File: config.mk
export PLATFORM = sky130hd
export DESIGN_NAME = ethernec_rx_framer
export DESIGN_NICKNAME = d
export VERILOG_FILES = /design/src/rtl/ethernec_rx_framer.sv
export SDC_FILE = /design/constraint.sdc
export NUM_CORES = 1
export LEC_CHECK = 0
export BUFFER_PORTS_ARGS = -buffer_cell sky130_fd_sc_hd__buf_2
export CAP_MARGIN = 10
export CORE_MARGIN = 2
export CORE_UTILIZATION = 56
export CTS_CLUSTER_DIAMETER = 150
export DETAILED_ROUTE_END_ITERATION = 16
export MAX_ROUTING_LAYER = met4
export PLACE_DENSITY_LB_ADDON = 0.08
export SLEW_MARGIN = 25
export SYNTH_ARGS = -nofsm -noshare
export SYNTH_HDL_FRONTEND = slang
export SYNTH_SLANG_ARGS = --single-unit
File: constraint.sdc
create_clock -name clk -period 4.9 [get_ports clk]
set_clock_uncertainty 0.05 [all_clocks]
set_input_delay 0.49 -clock clk [delete_from_list [all_inputs] [get_ports clk]]
set_output_delay 0.49 -clock clk [all_outputs]
set_load 0.05 [all_outputs]
File: src/rtl/ethernec_rx_framer.sv
// ============================================================================
//  Module   : ethernec_rx_framer
//  Brief    : NE2000 receive framer. Takes async byte pushes, writes payload
//             and a 4-byte receive header into the rx buffer.
//  Revision : 1.0  initial release
// ============================================================================
`default_nettype none

module ethernec_rx_framer #(
  parameter int FRAMESIZE = 1536,
  parameter int MINFRAME  = 14
) (
  input  logic        clk,
  input  logic        reset,
  input  logic        rx_begin,
  input  logic        rx_strobe,
  input  logic [7:0]  rx_byte,
  input  logic [7:0]  curr,
  input  logic [7:0]  pstart,
  input  logic [7:0]  pstop,
  output logic        buf_we,
  output logic [10:0] buf_addr,
  output logic [7:0]  buf_data,
  output logic        frame_valid,
  output logic [10:0] frame_len,
  output logic [7:0]  next_page,
  input  logic        frame_ack,
  output logic [7:0]  drop_cnt
);

  localparam logic [10:0] c_FRAMESIZE = 11'(FRAMESIZE);
  localparam logic [10:0] c_MINFRAME  = 11'(MINFRAME);

  typedef enum logic [1:0] {
    S_IDLE  = 2'd0,
    S_RECV  = 2'd1,
    S_HDR   = 2'd2,
    S_READY = 2'd3
  } state_t;

  state_t      r_state, w_next;
  logic [2:0]  r_begin_sync, r_stb_sync;
  logic [10:0] r_cnt, r_total, r_addr;
  logic [7:0]  r_data, r_next_page, r_drop;
  logic [1:0]  r_hcnt;
  logic        r_ovf, r_fall_pend, r_we;

  logic        w_begin_rise, w_begin_fall, w_stb_rise, w_end_frame, w_runt;
  logic [10:0] w_total;
  logic [2:0]  w_pages;
  logic [8:0]  w_np_raw;
  logic [7:0]  w_np;

  // Synchronisers are deliberately not reset so a begin held high across
  // reset is never mistaken for a fresh rising edge.
  always_ff @(posedge clk) begin
    r_begin_sync <= {r_begin_sync[1:0], rx_begin};
    r_stb_sync   <= {r_stb_sync[1:0], rx_strobe};
  end

  assign w_begin_rise = r_begin_sync[1] & ~r_begin_sync[2];
  assign w_begin_fall = ~r_begin_sync[1] & r_begin_sync[2];
  assign w_stb_rise   = r_stb_sync[1] & ~r_stb_sync[2];

  // A fall coinciding with a strobe is deferred one cycle so the byte lands first.
  assign w_end_frame = (r_state == S_RECV) && !w_stb_rise && (w_begin_fall || r_fall_pend);
  assign w_runt      = r_cnt < c_MINFRAME;

  assign w_total  = r_cnt + 11'd4;
  assign w_pages  = 3'((w_total + 11'd255) >> 8);
  assign w_np_raw = {1'b0, curr} + {6'd0, w_pages};
  assign w_np     = 8'((w_np_raw >= {1'b0, pstop}) ?
                       (w_np_raw - {1'b0, pstop} + {1'b0, pstart}) : w_np_raw);

  always_ff @(posedge clk) begin
    if (reset) r_state <= S_IDLE;
    else       r_state <= w_next;
  end

  always_comb begin
    w_next = r_state;
    case (r_state)
      S_IDLE:  if (w_begin_rise) w_next = S_RECV;
      S_RECV:  if (w_end_frame) w_next = w_runt ? S_IDLE : S_HDR;
      S_HDR:   if (r_hcnt == 2'd3) w_next = S_READY;
      S_READY: if (frame_ack) w_next = S_IDLE;
      default: w_next = S_IDLE;
    endcase
  end

  always_ff @(posedge clk) begin
    if (reset) begin
      r_cnt       <= '0;
      r_total     <= '0;
      r_addr      <= '0;
      r_data      <= '0;
      r_next_page <= '0;
      r_drop      <= '0;
      r_hcnt      <= '0;
      r_ovf       <= 1'b0;
      r_fall_pend <= 1'b0;
      r_we        <= 1'b0;
    end else begin
      r_we <= 1'b0;
      case (r_state)
        S_IDLE: if (w_begin_rise) begin
          r_cnt       <= '0;
          r_ovf       <= 1'b0;
          r_fall_pend <= 1'b0;
        end
        S_RECV: begin
          if (w_stb_rise) begin
            if (r_cnt < c_FRAMESIZE) begin
              r_we   <= 1'b1;
              r_addr <= r_cnt + 11'd4;
              r_data <= rx_byte;
              r_cnt  <= r_cnt + 11'd1;
            end else begin
              r_ovf <= 1'b1;
            end
            if (w_begin_fall) r_fall_pend <= 1'b1;
          end else if (w_end_frame) begin
            r_fall_pend <= 1'b0;
            if (w_runt) begin
              if (r_drop != 8'hFF) r_drop <= r_drop + 8'd1;
            end else begin
              r_next_page <= w_np;
              r_total     <= w_total;
              r_hcnt      <= 2'd0;
            end
          end
        end
        S_HDR: r_hcnt <= r_hcnt + 2'd1;
        S_READY: if (w_begin_rise && r_drop != 8'hFF) r_drop <= r_drop + 8'd1;
        default: ;
      endcase
    end
  end

  // Header bytes are driven straight from the HDR state so they occupy the
  // four cycles immediately after the end of frame is seen.
  always_comb begin
    buf_addr = r_addr;
    buf_data = r_data;
    if (r_state == S_HDR) begin
      buf_addr = {9'd0, r_hcnt};
      case (r_hcnt)
        2'd0:    buf_data = r_ovf ? 8'h21 : 8'h01;
        2'd1:    buf_data = r_next_page;
        2'd2:    buf_data = r_total[7:0];
        default: buf_data = {5'd0, r_total[10:8]};
      endcase
    end
  end

  assign buf_we      = r_we | (r_state == S_HDR);
  assign frame_valid = (r_state == S_READY);
  assign frame_len   = r_cnt;
  assign next_page   = r_next_page;
  assign drop_cnt    = r_drop;

endmodule

`default_nettype wire

==> parameters.txt, run 1 <==
Parameter                              Value

Floorplan
  Overall die height    91.2 um
  Total I/O pin count    85
  Total number of placement rows    31
  Area inside the core boundary    7330 um^2
  Die outline area    8330 um^2
  Initial Util    0.581
  Horizontal die dimension    between 90 and 100 um

Route
  Wirelength, routed    around 10 mm
  Vias per cell    between 5 and 6
  Number of DRC markers after the initial detailed-route iteration    250
  Via count    between 3000 and 4000
  DRT Pass-1 Iters    4
  Post-DRT Antenna Nets    0
  Total DRC errors in the routed layout    0
  Routed length per placed instance    about 15 um

Timing
  Number of endpoints with negative hold slack in the final report    0
  Total count of max-transition violations in the final report    0
  Maximum achievable frequency    around 220 MHz
  Max-slew headroom    0.436
  Post-layout min period    about 4.6 ns
  Portion of the clock cycle consumed by the worst path in the final layout    0.934
  Setup violation total in the final timing report    0
  Fin Setup TNS    0 ns
  Tightest Pin Transition    approximately 0.84 ns

Power and ir drop
  Power dissipated by switching net loads    between 0.3 and 0.4 mW
  Worst VDD drop    between 0.15 and 0.2 mV
  Share of power burned in combinational logic    0.188
  Net switching fraction of the power    0.279
  Standby leakage power    roughly 2.2 nW
  Cell-internal power    roughly 0.99 mW
  Power density over the cells    roughly 270 nW/um^2
  Clock Power Share    0.386
  Sequential share of power    0.426
  Overall Power    1.37 mW

Placed design
  Number of buffers inserted by port buffering    84
  Final GP Congestion    0.948
  HPWL after detailed placement    between 7 and 8 mm

GRT
  Sum of overflow across all layers after global routing    0
  Vias in the first global route    3539
  Global-route met2 utilization    0.427
  GR Layer Usage met1    0.336
  Global routing usage on met3    0.0531
  Global-route wire length before repair    roughly 17 mm
  Number of antenna violations at the first check in global routing    0
  Global-route total usage across every layer    0.265
  GRT Max-Usage Layer    met2
  Maximum number of pins on one net before global-route repair    34

Yosys
  Top post-synthesis cells by count    sky130_fd_sc_hd__dfxtp_1 (70), sky130_fd_sc_hd__nor2_1 (60), sky130_fd_sc_hd__nand2_1 (58)
  Area share of the largest cell type after synthesis    0.329
  Sequential share of the synthesized area    0.329
  Dominant cell by count in the synthesized netlist    sky130_fd_sc_hd__dfxtp_1
  Asr flop ratio synth    0
  Yosys reg bits    70
  Net count of the mapped netlist    590
  Number of enable-type register cells in the synthesized netlist    0
  Cells after Synth    roughly 520
  Area leader, netlist    sky130_fd_sc_hd__dfxtp_1
  Most area-consuming cells after synthesis    sky130_fd_sc_hd__dfxtp_1 (33%), sky130_fd_sc_hd__ha_1 (7.9%), sky130_fd_sc_hd__nor2_1 (5.3%)
  Avg Synthesized Cell Area    between 8 and 9 um^2
  Combined area of all synthesized cells    between 4000 and 5000 um^2
  Synth warn    0
  Most instantiated flip-flop cell in the synthesis netlist    sky130_fd_sc_hd__dfxtp_1
  Netlist cell types    53

Worst setup path
  Slowest cell delay on critical path    approximately 0.50 ns
  CP arrival    4.75 ns
  Cell-by-cell trace of the critical path    buf_4, nand3_2, nand2_1, o21ai_0, and4_1, xor2_1, ha_1, fa_1, a21o_1, nand2_1, xnor2_1, inv_1, fa_1, inv_1, ha_1, or3_1, a21oi_1, nor3_1, a211oi_2, o221ai_1
  Startpoint types    flop
  Reg-to-reg critical path endpoint    next_page[7]
  Critical-path maximum fanout    9
  Internal reg-to-reg setup slack    0.32 ns
  Required time reported for the critical path endpoint    ~5 ns
  Cell count of the worst reg-to-reg path    20
  Category of the worst setup path capture point    flop
  Classification of the worst setup path    flop to flop
  Slowest cell on crit path    sky130_fd_sc_hd__fa_1
  Startpoint of the worst register-to-register path    frame_len[2]

Layout
  Proportion of layout cells with a drive suffix above 1    0.216
  Post-synthesis to final-layout area growth    17.0%
  Count of inserted antenna diode cells    0
  Fillers    634
  Number of nets in the layout    670

Clock network
  Clock insertion delay at the later pin of the skew report    roughly 0.35 ns
  Number of levels the H-tree was split into    3
  Hold_buf cts    0
  Clock root cell    sky130_fd_sc_hd__clkbuf_8
  CTS tree    built
  Number of buffers between clock root and the deepest sink    2
  Clock edge transition at the registers on the reported setup and hold paths    around 0.08 ns
  Clock sinks    70
  Number of buffers inserted to repair setup after CTS    0
  Number of CTS-inserted buffers    9
  Number of gates resized after CTS    0

Worst hold path
  Worst Hold Path Cells    1
  Hold Crit Start    rx_begin
  Destination of the worst hold path    r_begin_sync[0]
  Class of the worst hold path    input pin to flop

Job
  Maximum Capacitance Violations    0

Outcome
  Outcome    finished clean
[power by group through the flow]
stage          clock network [mW]  registers [mW]  logic (mW)
6_report                    0.528           0.582       0.258
5_1_grt                     0.563           0.583       0.287
4_1_cts                     0.534           0.582       0.255
3_5_place_dp                    0           0.595       0.253
3_3_place_gp                    0           0.595       0.249
2_1_floorplan                   0           0.594       0.189
[state kept, by name (all words and copies together) (netlist names), named ones only]
name / count
frame_len: 11
r_ovf: 1
next_page: 8
r_hcnt: 2
r_addr: 11
r_we: 1
r_fall_pend: 1
r_total: 11
drop_cnt: 8
r_stb_sync: 3
r_begin_sync: 3
r_state: 1
r_data: 8
[final cells by class]
type                            count  area [um^2]  area share
Clock inverter                      5         81.3      0.0163
Timing Repair Buffer               97          518       0.104
Clock buffer                       11          141      0.0283
Inverter                           41          154      0.0309
Multi-Input combinational cell    379         2570       0.515
Tap cell                           99          124      0.0248
Sequential cell                    70         1400       0.281
[layer usage]
| metal | up-vias | wire length, um |
|---|---|---|
| met5 | - | 0 |
| met4 | 0 | 191 |
| met3 | 16 | 520 |
| met2 | 115 | 4950 |
| met1 | 1813 | 4710 |
| li1 | 1929 | - |
[cells in the final DEF, fill, tap and decap left out, types with 4 or more instances in the layout]
cell type	count
sky130_fd_sc_hd__nand3_1	14
sky130_fd_sc_hd__dfxtp_1	69
sky130_fd_sc_hd__inv_1	41
sky130_fd_sc_hd__or3_1	4
sky130_fd_sc_hd__o21a_1	4
sky130_fd_sc_hd__nand2b_1	8
sky130_fd_sc_hd__a22oi_1	6
sky130_fd_sc_hd__nor4_1	4
sky130_fd_sc_hd__xnor2_1	20
sky130_fd_sc_hd__ha_1	27
sky130_fd_sc_hd__o21ai_0	22
sky130_fd_sc_hd__mux2i_1	5
sky130_fd_sc_hd__and2_1	9
sky130_fd_sc_hd__nand2_1	58
sky130_fd_sc_hd__a21o_1	8
sky130_fd_sc_hd__buf_4	13
sky130_fd_sc_hd__a31oi_1	6
sky130_fd_sc_hd__nor3_1	5
sky130_fd_sc_hd__clkbuf_8	10
sky130_fd_sc_hd__a21oi_1	26
sky130_fd_sc_hd__nor2_1	58
sky130_fd_sc_hd__and3_1	6
sky130_fd_sc_hd__fa_1	8
sky130_fd_sc_hd__xor2_1	13
sky130_fd_sc_hd__buf_2	84
sky130_fd_sc_hd__a211oi_1	25
[worst max-delay path: cells and delay by family (launching register included)]
| family | cells | cell delay [ns] |
|---|---|---|
| simple gates | 6 | 1.04 |
| xor+xnor | 2 | 0.38 |
| compound gates | 5 | 0.85 |
| flops | 1 | 0.34 |
| buf+inv | 3 | 0.32 |
| fa+ha+maj | 4 | 1.47 |
[stage by stage]
stage	setup slack [ns]	std cells	utilization	cell area [um^2]	hold WS [ns]
3_3_place_gp	0.269	686	0.644	4720	0.262
4_1_cts	0.0740	702	0.675	4950	0.170
5_1_grt	-0.00937	702	0.680	4990	0.164
2_1_floorplan	0.105	518	-	4260	0.260
3_5_place_dp	0.117	686	0.645	4730	0.265
6_report	0.321	702	0.680	4990	0.182
[worst max-delay path by stage]
stage / cells past startpoint / slack [ns] / start / end
after global routing: 20 / -0.009 / frame_len[3] / next_page[6]
after floorplan: 20 / 0.11 / frame_len[3] / next_page[7]
after CTS: 19 / 0.07 / frame_len[4] / next_page[7]
after detailed placement: 19 / 0.12 / frame_len[4] / next_page[7]
final: 20 / 0.32 / frame_len[2] / next_page[7]
after global placement: 19 / 0.27 / frame_len[4] / next_page[7]
[cell families after synthesis]
family,share of synthesized area
and+or+nand+nor,0.212
xor gates and xnor gates,0.0719
AOI/OAI and AO/OA,0.175
DFF,0.329
adders and majority gates,0.117
muxes,0.0144
buffers and inverters,0.0810
Note: power is estimated with default switching activity, not from simulation.
==> inputs of run 2 (changes only) <==
--- a/config.mk
+++ b/config.mk
@@ -7,6 +7,7 @@
 export LEC_CHECK = 0
 export BUFFER_PORTS_ARGS = -buffer_cell sky130_fd_sc_hd__buf_2
 export CAP_MARGIN = 10
+export CORE_ASPECT_RATIO = 0.9
 export CORE_MARGIN = 2
 export CORE_UTILIZATION = 56
 export CTS_CLUSTER_DIAMETER = 150
==> run 2 against run 1 <==
Against the previous run:
- die area is essentially flat
- worst setup slack lost 0.040 ns
- largest power group unchanged
- via count shrank 1.6%
- critical endpoint unchanged
==> parameters.txt, run 2 (same netlist as run 1, synthesis figures left out) <==
Parameter                              Value

Layout
  Number of nets in the layout    about 670
  Fillers    678
  Count of placed standard cells in the final layout, fillers left out    just under 700
  Leading cell types in the layout, fill and taps excluded    sky130_fd_sc_hd__buf_2 (84), sky130_fd_sc_hd__dfxtp_1 (70), sky130_fd_sc_hd__nor2_1 (59)
  Proportion of layout cells with a drive suffix above 1    0.210
  Commonest non-fill, non-tap cell in the layout    sky130_fd_sc_hd__buf_2
  Post-synthesis to final-layout area growth    16.8%
  Count of inserted antenna diode cells    0

Clock network
  Number of levels the H-tree was split into    3
  Number of CTS-inserted buffers    9
  Clock sinks    70
  CTS tree    built
  Number of buffers between clock root and the deepest sink    2
  Hold_buf cts    0
  Clock insertion delay at the later pin of the skew report    approximately 0.34 ns
  Clock edge transition at the registers on the reported setup and hold paths    approximately 0.07 ns
  Clock root cell    sky130_fd_sc_hd__clkbuf_8

Timing
  Worst hold slack    0.195 ns
  Number of endpoints with negative hold slack in the final report    0
  Setup ws final    0.282 ns
  Setup violation total in the final timing report    0
  Post-layout min period    about 4.6 ns
  Max-slew headroom    0.468
  Fin Setup TNS    0 ns
  Total count of max-transition violations in the final report    0
  Tightest Pin Transition    around 0.8 ns
  Portion of the clock cycle consumed by the worst path in the final layout    0.943
  Maximum achievable frequency    about 220 MHz

Worst setup path
  Slowest cell on crit path    sky130_fd_sc_hd__dfxtp_1
  Classification of the worst setup path    flop to flop
  Cell-by-cell trace of the critical path    nand3_2, nand2_1, o21ai_0, and4_1, xor2_1, ha_1, fa_1, a21o_1, nand2_1, xnor2_1, inv_1, fa_1, inv_1, ha_1, or3_1, a21oi_1, nor3_1, a211oi_2, o221ai_1
  Required time reported for the critical path endpoint    about 5.1 ns
  Reg-to-reg critical path endpoint    next_page[7]
  Internal reg-to-reg setup slack    about 0.28 ns
  CP arrival    4.78 ns
  Slowest cell delay on critical path    approximately 0.53 ns
  Startpoint of the worst register-to-register path    frame_len[4]
  Cell count of the worst reg-to-reg path    19
  Critical-path maximum fanout    9
  Startpoint types    flop
  Category of the worst setup path capture point    flop

Placed design
  Final GP Congestion    between 0.9 and 1
  Number of buffers inserted by port buffering    84
  Post-place setup slack    ~0.14 ns
  Cell total after placement    roughly 680
  HPWL after detailed placement    7.60 mm

Worst hold path
  Worst Hold Path Cells    1
  Destination of the worst hold path    r_begin_sync[0]
  Hold Crit Start    rx_begin
  Class of the worst hold path    input pin to flop

GRT
  Global-route wire length before repair    ~17 mm
  Number of antenna violations at the first check in global routing    0
  Global-route total usage across every layer    0.263
  Maximum number of pins on one net before global-route repair    58
  Vias in the first global route    3467
  Sum of overflow across all layers after global routing    0

Route
  Wirelength, routed    between 10 and 15 mm
  Vias per cell    5.48
  Via count    about 3800
  Total DRC errors in the routed layout    0
  Number of DRC markers after the initial detailed-route iteration    between 200 and 250
  DRT Pass-1 Iters    4
  Post-DRT Antenna Nets    0
  Routed length per placed instance    between 10 and 15 um

Floorplan
  Overall die height    86.8 um
  Horizontal die dimension    96.0 um
  Total I/O pin count    85
  Area inside the core boundary    between 7000 and 8000 um^2
  Die outline area    about 8300 um^2
  Total number of placement rows    30
  Initial Util    0.571

Job
  Maximum Capacitance Violations    0

Power and ir drop
  Standby leakage power    between 2 and 2.5 nW
  Power density over the cells    between 200 and 300 nW/um^2
  Overall Power    about 1.4 mW
  Worst VDD drop    approximately 0.22 mV

Outcome
  Outcome    finished clean
==> run 2: cell type report <==
cell class / count / area, um^2 / share of cell area
clock buffers: 12 / 145 / 0.0291
clock inverters: 4 / 70.1 / 0.0141
inverters: 41 / 154 / 0.0309
multi-input cells: 379 / 2570 / 0.517
flip-flops and latches: 70 / 1400 / 0.281
well taps: 96 / 120 / 0.0241
repair buffers: 94 / 515 / 0.104
==> run 2: worst max path at each step <==
stage / cells after the start / slack (ns) / end / from
after floorplan: 20 / 0.11 / next_page[7] / frame_len[3]
after global placement: 19 / 0.25 / next_page[7] / frame_len[4]
after detailed placement: 19 / 0.14 / next_page[7] / frame_len[4]
after CTS: 19 / 0.13 / next_page[7] / frame_len[4]
after global routing: 19 / -0.009 / next_page[7] / frame_len[4]
final: 19 / 0.28 / next_page[7] / frame_len[4]
==> run 2: per-stage QoR <==
| stage | util | instance area [um^2] |
|---|---|---|
| floorplan | - | 4260 |
| global placement | 0.627 | 4690 |
| detailed placement | 0.628 | 4690 |
| CTS | 0.657 | 4910 |
| global route | 0.667 | 4980 |
| finish | 0.667 | 4980 |
==> run 2: layer usage <==
layer	vias up	global-route usage	wire length [um]
li1	1916	-	-
met1	1758	0.377	4870
met2	128	0.386	4460
met3	9	0.0539	749
met4	0	0.0545	102
met5	-	-	0
==> run 2: timing repair <==
action	in CTS	in global routing
setup buffers	0	0
setup endpoints to repair	0	5
gates resized for setup	0	9
==> run 2: critical path: cells and delay by family, from the launching register on <==
kind | cells | cell delay, ns
DFF | 1 | 0.53
and+or+nand+nor | 6 | 1.07
adders and majority gates | 4 | 1.46
buffers and inverters | 2 | 0.14
xor gates and xnor gates | 2 | 0.39
AOI/OAI and AO/OA | 5 | 0.84
==> run 2: power by group <==
part           total, mW  switching [mW]  internal (mW)
Sequential         0.582         0.00537          0.577
Combinational      0.260           0.148          0.112
Clock              0.511           0.212          0.299
Total               1.35           0.365          0.988
